`src/rtl/hazard_unit_if.sv`:
```
// Hazard-unit bundle: ID/EX/MEM status in, pipeline-control enables and status out.
// master = pipeline side, slave = hazard unit.
interface hazard_unit_if #(
  parameter int unsigned CNT_WIDTH = 32
);
  localparam int unsigned REG_W = 5;

  logic               id_valid;
  logic [REG_W-1:0]   id_rs1;
  logic [REG_W-1:0]   id_rs2;
  logic               id_rs1_used;
  logic               id_rs2_used;
  logic [REG_W-1:0]   id_rd;
  logic               id_mem_read;
  logic               id_reg_write;
  logic               ex_branch_taken;
  logic               dmem_req;
  logic               dmem_ready;

  logic               stall;
  logic               pc_write;
  logic               if_id_write;
  logic               if_id_flush;
  logic               pipe_hold;
  logic               bus_err;
  logic [CNT_WIDTH-1:0] stall_cnt;

  modport master (
    output id_valid, id_rs1, id_rs2, id_rs1_used, id_rs2_used, id_rd,
           id_mem_read, id_reg_write, ex_branch_taken, dmem_req, dmem_ready,
    input  stall, pc_write, if_id_write, if_id_flush, pipe_hold, bus_err, stall_cnt
  );

  modport slave (
    input  id_valid, id_rs1, id_rs2, id_rs1_used, id_rs2_used, id_rd,
           id_mem_read, id_reg_write, ex_branch_taken, dmem_req, dmem_ready,
    output stall, pc_write, if_id_write, if_id_flush, pipe_hold, bus_err, stall_cnt
  );
endinterface

```
`src/rtl/hazard_unit.sv`:
```
// Pipeline hazard unit: load-use stall, data-memory freeze with timeout watchdog,
// branch flush priority and a saturating stall-cycle counter.
module hazard_unit #(
  parameter int unsigned DMEM_TIMEOUT = 16,
  parameter int unsigned CNT_WIDTH    = 32
) (
  input logic          clk,
  input logic          rst_n,
  hazard_unit_if.slave hz
);
  localparam int unsigned WAIT_W = $clog2(DMEM_TIMEOUT);
  localparam int unsigned REG_W  = 5;

  typedef enum logic [1:0] {RUN, MEM_WAIT, ERROR} state_t;

  state_t               state;
  logic [WAIT_W-1:0]    wait_cnt;
  logic                 bus_err_q;
  logic                 ex_ld_vld;
  logic [REG_W-1:0]     ex_ld_rd;
  logic [CNT_WIDTH-1:0] stall_cnt_q;

  logic freeze;
  logic flush;
  logic load_use;

  // Hazard detection and priority: freeze > flush > load_use.
  always_comb begin
    freeze   = (state == MEM_WAIT && !hz.dmem_ready) ||
               (state == RUN && hz.dmem_req && !hz.dmem_ready) ||
               (state == ERROR);
    // Flush is masked under reset so the reset output values hold regardless of EX.
    flush    = !freeze && hz.ex_branch_taken && rst_n;
    load_use = !freeze && !hz.ex_branch_taken && ex_ld_vld && hz.id_valid &&
               ((hz.id_rs1_used && (hz.id_rs1 == ex_ld_rd)) ||
                (hz.id_rs2_used && (hz.id_rs2 == ex_ld_rd)));

    hz.stall       = 1'b0;
    hz.pc_write    = 1'b1;
    hz.if_id_write = 1'b1;
    hz.if_id_flush = 1'b0;
    hz.pipe_hold   = 1'b0;
    if (freeze) begin
      hz.pipe_hold   = 1'b1;
      hz.pc_write    = 1'b0;
      hz.if_id_write = 1'b0;
    end else if (flush) begin
      hz.if_id_flush = 1'b1;
      hz.stall       = 1'b1;
    end else if (load_use) begin
      hz.stall       = 1'b1;
      hz.pc_write    = 1'b0;
      hz.if_id_write = 1'b0;
    end
  end

  // Data-memory wait FSM with watchdog; ERROR is terminal until reset.
  always_ff @(posedge clk or negedge rst_n) begin
    if (!rst_n) begin
      state     <= RUN;
      wait_cnt  <= '0;
      bus_err_q <= 1'b0;
    end else begin
      case (state)
        RUN: begin
          if (hz.dmem_req && !hz.dmem_ready) begin
            state    <= MEM_WAIT;
            wait_cnt <= '0;
          end
        end
        MEM_WAIT: begin
          if (hz.dmem_ready) begin
            state <= RUN;
          end else if (wait_cnt == WAIT_W'(DMEM_TIMEOUT - 1)) begin
            state     <= ERROR;
            bus_err_q <= 1'b1;
          end else begin
            wait_cnt <= wait_cnt + WAIT_W'(1);
          end
        end
        ERROR:   state <= ERROR;
        default: state <= RUN;
      endcase
    end
  end

  // Tracks whether EX holds a load with a nonzero destination; a stalled/flushed ID becomes a bubble.
  always_ff @(posedge clk or negedge rst_n) begin
    if (!rst_n) begin
      ex_ld_vld <= 1'b0;
      ex_ld_rd  <= '0;
    end else if (!hz.pipe_hold) begin
      ex_ld_vld <= hz.id_valid && hz.id_mem_read && hz.id_reg_write &&
                   (hz.id_rd != '0) && !hz.stall && !hz.if_id_flush;
      ex_ld_rd  <= hz.id_rd;
    end
  end

  // Saturating count of cycles lost to stalls or freezes.
  always_ff @(posedge clk or negedge rst_n) begin
    if (!rst_n) begin
      stall_cnt_q <= '0;
    end else if ((hz.stall || hz.pipe_hold) && (stall_cnt_q != '1)) begin
      stall_cnt_q <= stall_cnt_q + CNT_WIDTH'(1);
    end
  end

  assign hz.bus_err   = bus_err_q;
  assign hz.stall_cnt = stall_cnt_q;
endmodule

```
`src/flat_wrapper.sv`:
```
// flat-port wrapper written by rule: the top's interface ports become plain ports
module hazard_unit_flat 
#(
  parameter int unsigned DMEM_TIMEOUT = 16,
  parameter int unsigned CNT_WIDTH    = 32
)
  (clk, rst_n, hz_id_valid, hz_id_rs1, hz_id_rs2, hz_id_rs1_used, hz_id_rs2_used, hz_id_rd, hz_id_mem_read, hz_id_reg_write, hz_ex_branch_taken, hz_dmem_req, hz_dmem_ready, hz_stall, hz_pc_write, hz_if_id_write, hz_if_id_flush, hz_pipe_hold, hz_bus_err, hz_stall_cnt);
  hazard_unit_if #(.CNT_WIDTH(CNT_WIDTH)) hz_i ();
  input logic clk;
  input logic rst_n;
  input wire logic [$bits(hz_i.id_valid)-1:0] hz_id_valid;
  input wire logic [$bits(hz_i.id_rs1)-1:0] hz_id_rs1;
  input wire logic [$bits(hz_i.id_rs2)-1:0] hz_id_rs2;
  input wire logic [$bits(hz_i.id_rs1_used)-1:0] hz_id_rs1_used;
  input wire logic [$bits(hz_i.id_rs2_used)-1:0] hz_id_rs2_used;
  input wire logic [$bits(hz_i.id_rd)-1:0] hz_id_rd;
  input wire logic [$bits(hz_i.id_mem_read)-1:0] hz_id_mem_read;
  input wire logic [$bits(hz_i.id_reg_write)-1:0] hz_id_reg_write;
  input wire logic [$bits(hz_i.ex_branch_taken)-1:0] hz_ex_branch_taken;
  input wire logic [$bits(hz_i.dmem_req)-1:0] hz_dmem_req;
  input wire logic [$bits(hz_i.dmem_ready)-1:0] hz_dmem_ready;
  output wire logic [$bits(hz_i.stall)-1:0] hz_stall;
  output wire logic [$bits(hz_i.pc_write)-1:0] hz_pc_write;
  output wire logic [$bits(hz_i.if_id_write)-1:0] hz_if_id_write;
  output wire logic [$bits(hz_i.if_id_flush)-1:0] hz_if_id_flush;
  output wire logic [$bits(hz_i.pipe_hold)-1:0] hz_pipe_hold;
  output wire logic [$bits(hz_i.bus_err)-1:0] hz_bus_err;
  output wire logic [$bits(hz_i.stall_cnt)-1:0] hz_stall_cnt;
  assign hz_i.id_valid = hz_id_valid;
  assign hz_i.id_rs1 = hz_id_rs1;
  assign hz_i.id_rs2 = hz_id_rs2;
  assign hz_i.id_rs1_used = hz_id_rs1_used;
  assign hz_i.id_rs2_used = hz_id_rs2_used;
  assign hz_i.id_rd = hz_id_rd;
  assign hz_i.id_mem_read = hz_id_mem_read;
  assign hz_i.id_reg_write = hz_id_reg_write;
  assign hz_i.ex_branch_taken = hz_ex_branch_taken;
  assign hz_i.dmem_req = hz_dmem_req;
  assign hz_i.dmem_ready = hz_dmem_ready;
  assign hz_stall = hz_i.stall;
  assign hz_pc_write = hz_i.pc_write;
  assign hz_if_id_write = hz_i.if_id_write;
  assign hz_if_id_flush = hz_i.if_id_flush;
  assign hz_pipe_hold = hz_i.pipe_hold;
  assign hz_bus_err = hz_i.bus_err;
  assign hz_stall_cnt = hz_i.stall_cnt;
  hazard_unit #(.DMEM_TIMEOUT(DMEM_TIMEOUT), .CNT_WIDTH(CNT_WIDTH)) u_core (.clk(clk), .rst_n(rst_n), .hz(hz_i));
endmodule
```
`config.mk`:
```
export PLATFORM = sky130hd
export DESIGN_NAME = hazard_unit_flat
export DESIGN_NICKNAME = d
export VERILOG_FILES = /design/src/rtl/hazard_unit_if.sv /design/src/rtl/hazard_unit.sv /design/src/flat_wrapper.sv
export SDC_FILE = /design/constraint.sdc
export NUM_CORES = 1
export LEC_CHECK = 0
export CAP_MARGIN = 10
export CORE_MARGIN = 2
export CORE_UTILIZATION = 45
export CTS_CLUSTER_SIZE = 40
export DETAILED_ROUTE_END_ITERATION = 16
export GPL_ROUTABILITY_DRIVEN = 0
export PLACE_DENSITY = 0.82
export SETUP_SLACK_MARGIN = 0.4
export SLEW_MARGIN = 20
export SYNTH_ARGS = -nofsm -noshare
export SYNTH_HDL_FRONTEND = slang
export SYNTH_SLANG_ARGS = --single-unit
```
`constraint.sdc`:
```
create_clock -name clk -period 2.3 [get_ports clk]
set_clock_uncertainty 0.2 [all_clocks]
set_input_delay 0.69 -clock clk [delete_from_list [all_inputs] [get_ports clk]]
set_output_delay 0.69 -clock clk [all_outputs]
set_load 0.01 [all_outputs]
```
==> results.toml, run 1 <==
[cts]
hold_buffers = 0
htreeDepth = 2
clock_sinks = 45
clkLatencyLatePin_ns = 0.31
cts_tree = "built"
cts.clk_slew.worst_paths_ns = 0.08
cts_buffers = 5
cts_root_buffer = "clkbuf_8"
cts_buffer_depth = 2

[grt]
grtUsageTotal_pct = 26.2
grt_max_degree = 46
grt_pass1_wl_um = 12300
antenna_found_initial = 0
grt_pass1_vias = 2519
grt_overflow = 0

[worst_hold_path]
min-delay-start = "u_core.hz.bus_err"
hold_path.class = "reg2reg"
worstHoldPathCells = 2
min_to = "u_core.hz.bus_err"

[sta]
hold_violations = 0
worst_slew_pin_slew_ns = 0.582
slew_headroom_pct = 61.2
drv_slew = 0
fin_crit_ns = 2.55
holdWs_ns = 0.293
timing.final.ws_setup_ns = -0.246
rsz0062_at_grt = "true"
finalCritPeriodShare_pct = 111
max_freq_mhz = 393
finalSetupViolations = 11

[synth]
yosys.area.top_type = "dfrtp_1"
netlist-cell-type-count = 38
ys_top_cells_by_area = "dfrtp_1, xor2_1, xnor2_1, nand3_1, nor2_1"
synth_xor_area_share_pct = 15.3
yosys.area.top_type_share_pct = 46.9
synth-compound-area-share_pct = 4.01
yosys_warnings = 0
syn-num-nets = 253
synthMuxAreaShare_pct = 2.81
ys_ff_latch = 45
avgSynthCellArea_um2 = 10.6
ys_seq_area_share_pct = 46.9
synth_edf_count = 0
syn-instance-count = 226
synth_top_family_by_area = "simple AND/OR/NAND/NOR gates"
synth_fa_ha_area_share_pct = 1.04
yosys_most_used_dff = "dfrtp_1"
synthSimpleGateAreaFrac_pct = 27.1
syn-cell-area_um2 = 2400
async_flop_share_pct = 100

[place]
port-buffer-count = 62
pre_cts_ws_ns = -0.973
dp_hpwl_um = 4140

[cells_and_area]
syn2layout_area_growth_pct = 82.3
multiInputGateArea_um2 = 1650
fillers = 257
drive_gt1_share_pct = 53.1
seq_area_um2 = 1130
nets = 411
antenna_cells = 0

[floorplan]
die_y_um = 77.1
initial_utilization_pct = 46.7
core_area_um2 = 5140
fp.dieW_um = 77.1
row_count = 26
io_pins = 63
dieArea_um2 = 5940

[worst_setup_path]
cp-start-kind = "input port"
rr_startpoint = "u_core.hz.stall_cnt[0]"
worstSetupPathType = "in2out"
critPathRequiredTime_ns = 1.41
endpoint_kind = "output port"
r2r-end = "u_core.hz.stall_cnt[22]"
crit_path_max_fanout = 2
reg2reg_slack_ns = 0.04
r2r_cells = 8
arrival_ns = 1.66

[route]
finalWirelength_um = 8160
final_antenna_net_count = 0
via_per_inst = 5.34
drtPass1Iterations = 4
route.detailed.drc = 0
wl_per_cell_um = 18.0
drt_iter0_markers = 114
num_vias = 2423

[job]
cap_violations = 0

[outcome]
violations = "negative setup slack"
status = "finished with violations"

[pwr]
p_per_area_nw_per_um2 = 555
p_total_mw = 2.43
leakage_nw = 2.06
vdd_drop_max_v = 0.000394
## layout by cell type, fill, tap and decap left out, types with 6 or more instances in the layout
cell type         n
buf_4            67
dfrtp_1          40
buf_6            27
xor2_1           26
clkdlybuf4s15_1  21
buf_2            16
nand3_1          15
nor3_4           15
nor2_4           14
nand2_1          14
xnor2_1          12
dlygate4sd2_1    10
inv_1             9
nor2_1            8
nand4_1           7
nor4_4            6
clkbuf_8          6
## worst max path at each step
stage | start | end | slack [ns]
5_1_grt | hz_ex_branch_taken | hz_stall | -0.30
6_report | hz_ex_branch_taken | hz_if_id_write | -0.25
3_5_place_dp | hz_id_rs1[1] | hz_stall | -0.97
4_1_cts | hz_ex_branch_taken | hz_if_id_write | -0.20
3_3_place_gp | hz_id_rs1[0] | hz_stall | -0.98
2_1_floorplan | hz_ex_branch_taken | hz_pc_write | -0.04
## per-layer routing
layer	wire, um	part of all wire [%]	GRT usage [%]	vias up
met5	0	0	0	-
met4	268	3.3	9.11	0
met3	390	4.8	5.29	27
met2	4290	53	47.7	91
met1	3210	39	30.6	1204
li1	-	-	-	1101
## power breakdown
part / internal, mW / total, mW / switching (mW)
Clock: 0.239 / 0.517 / 0.278
Sequential: 0.884 / 0.973 / 0.0894
Combinational: 0.508 / 0.940 / 0.432
Total: 1.63 / 2.43 / 0.799
## critical path, cell delays in order
cell,delay (ns)
buf_6,0.09
and3b_2,0.27
nand3_2,0.11
o22ai_4,0.22
buf_6,0.14
nor2_4,0.04
buf_6,0.11
## repair_timing
item	CTS	global route
gates resized for setup	222	45
pin swaps	65	30
gates cloned	2	0
buffers inserted	37	23
endpoints found under the setup margin	80	64
## flip-flops by register name, indices dropped and copies added (netlist names)
| register | flops |
|---|---|
| u_core.ex_ld_vld | 1 |
| u_core.state | 2 |
| u_core.hz.bus_err | 1 |
| u_core.ex_ld_rd | 5 |
| u_core.hz.stall_cnt | 32 |
| u_core.wait_cnt | 4 |
## cell usage after synthesis, types with 4 or more instances
cell     number
dfrtp_1      45
nand3_1      18
xnor2_1      16
inv_1         9
nand2_1      16
xor2_1       26
mux2_2        6
nor3_1       12
nand4_1       7
nor2_1       24
nor4_2        4
## kinds of logic after synthesis
family,after synthesis
AOI/OAI and AO/OA,12
xor gates and xnor gates,42
adders and majority gates,2
buffers and inverters,13
DFF,45
muxes,6
and+or+nand+nor,106
## cell type report
| class | count | area share (%) |
|---|---|---|
| clock buffer | 7 | 1.97 |
| sequential | 45 | 25.8 |
| tap | 70 | 2.00 |
| inverter | 9 | 0.771 |
| multi-input combinational | 168 | 37.7 |
| timing repair buffer | 155 | 31.7 |
## through the flow
stage / instance area, um2 / std cells / util (%) / TNS, ns
final: 4380 / 454 / 85.2 / -0.826
after global routing: 4380 / 454 / 85.2 / -1.74
after CTS: 4090 / 431 / 79.6 / -0.638
after detailed placement: 3390 / 385 / 66.0 / -19.46
after floorplan: 2490 / 226 / - / -0.0613
after global placement: 3390 / 385 / 66.0 / -18.85
No activity file was read; power rests on OpenSTA's default activity.
==> run 2, diff against run 1 <==
Settings changed: CAP_MARGIN 10 to unset.
==> results of run 2 <==
Same layout as run 1: the final DEF is identical, and so are final timing and power.
==> run 3, diff against run 2 <==
Settings changed: CORE_MARGIN 2 to unset.
==> results.toml, run 3 (synthesis gave the netlist of run 1 again) <==
[cts]
htreeDepth = 2
clock_sinks = 45
cts_tree = "built"
clkLatencyLatePin_ns = 0.31
cts_buffers = 5
cts_root_buffer = "clkbuf_8"
cts_buffer_depth = 2
cts.clk_slew.worst_paths_ns = 0.08

[pwr]
leakage_nw = 2.05
p_per_area_nw_per_um2 = 580
vdd_drop_max_v = 0.000401

[worst_setup_path]
arrival_ns = 1.63
cpMaxStageDelayCell = "o22ai_4"
cpMostUsedCell = "buf_6"
cpLargestDelayFamily = "buffers and inverters"
reg2reg_slack_ns = -0.05
crit_path_max_fanout = 2
cp-start-kind = "input port"
critPathRequiredTime_ns = 1.41
endpoint_kind = "output port"
critPathBufInv = 3
worstSetupPathType = "in2out"
slowest_delay_ns = 0.21
worstPathCellList = "buf_2 > xnor2_2 > nand3_2 > o22ai_4 > buf_6 > nor2_4 > buf_6"

[route]
via_per_inst = 5.34
final_antenna_net_count = 0
wl_met3_um = 390
drt_iter0_markers = 84
route.met2.wl_um = 4260
routed.top_layer = "met4"
finalWirelength_um = 7890
drt-met1-wl_um = 2920
wl_per_cell_um = 17.5
route.detailed.drc = 0
num_vias = 2410
drtPass1Iterations = 4

[grt]
grt_pass1_vias = 2288
grt_overflow = 0
grt_pass1_wl_um = 10700
grtUsageTotal_pct = 25.7
grt_max_degree = 46
antenna_found_initial = 1

[place]
port-buffer-count = 62
pre_cts_ws_ns = -0.966
dp_hpwl_um = 4030
dpl.cell_count = 382

[floorplan]
die_y_um = 75.1
fp.dieW_um = 75.1
row_count = 26
dieArea_um2 = 5630
io_pins = 63
initial_utilization_pct = 46.7
core_area_um2 = 5140

[outcome]
violations = "negative setup slack"
status = "finished with violations"

[cells_and_area]
drive_gt1_share_pct = 54.2
fillers = 285
fin_cells = 451
largest_reg_flops = 32
final_common_cell = "buf_4"
nets = 406
syn2layout_area_growth_pct = 80.1
final_cell_mix = "buf_4, dfrtp_1, buf_6"

[worst_hold_path]
hold_path.class = "reg2reg"

[sta]
finalSetupViolations = 17
hold_violations = 0
drv_slew = 0
fin_crit_ns = 2.52
tns_ns = -1.14
worst_slew_pin_slew_ns = 0.568
slew_headroom_pct = 62.2
timing.final.ws_setup_ns = -0.216
max_freq_mhz = 398
rsz0062_at_grt = "true"
finalCritPeriodShare_pct = 109

[job]
cap_violations = 0
-- run 3: cell count changes in the layout (fill, tap and decap cells not counted), sizes merged --
cell	change
clkinv	+1
buf	-3
bufinv	+1
dlymetal6s2s	+1
diode	+1
clkbuf	+3
clkinvlp	+1
clkdlybuf4s15	-8
-- run 3: report_power, final --
| group | switching (mW) | internal, mW |
|---|---|---|
| combinational | 0.420 | 0.494 |
| clock | 0.294 | 0.326 |
| sequential | 0.0916 | 0.884 |
-- run 3: final timing paths --
path                                            to  depth (start not counted)               start
setup / recovery                    hz_if_id_write                          7        hz_id_rs1[4]
hold / removal                   u_core.hz.bus_err                          2   u_core.hz.bus_err
setup reg to reg           u_core.hz.stall_cnt[30]                         11  u_core.ex_ld_rd[4]
hold reg to reg                  u_core.hz.bus_err                          2   u_core.hz.bus_err
max in group asynchronous  u_core.hz.stall_cnt[24]                          2               rst_n
min in group asynchronous  u_core.hz.stall_cnt[20]                          2               rst_n
-- run 3: area by class of cell --
cell class / instances / area, um2 / share of cell area [%]
clock inverter: 3 / 46.3 / 1.07
clock buffer: 5 / 68.8 / 1.59
antenna: 1 / 2.50 / 0.0579
inverter: 9 / 33.8 / 0.781
timing repair buffer: 150 / 1330 / 30.8
sequential: 45 / 1130 / 26.1
multi-input combinational: 168 / 1620 / 37.5
tap: 70 / 87.6 / 2.02
-- run 3: timing repair --
item,CTS,global route
setup buffers,43,15
hold buffers,0,0
pin swaps,61,23
gates resized for setup,216,51
endpoints found under the setup margin,80,64
gates cloned,2,0
-- run 3: tightest hold or removal path: stages, from the launching register on --
cell and delay, ns:
dfrtp_1 0.35, inv_1 0.04, o31ai_1 0.05
-- run 3: per-stage QoR --
stage	utilization [%]	hold WS, ns	area (um2)	power [mW]
global placement	66.1	0.258	3400	1.58
finish	84.2	0.271	4330	2.51
detailed placement	66.1	0.261	3400	1.60
global route	84.1	0.312	4320	2.61
floorplan	-	0.194	2490	1.26
CTS	79.8	0.277	4100	2.40
-- run 3: routing by layer --
| metal | global-route usage, % | vias up |
|---|---|---|
| li1 | - | 1096 |
| met2 | 49.9 | 90 |
| met1 | 29.3 | 1197 |
| met5 | 0 | - |
| met3 | 4.69 | 27 |
| met4 | 5.03 | 0 |
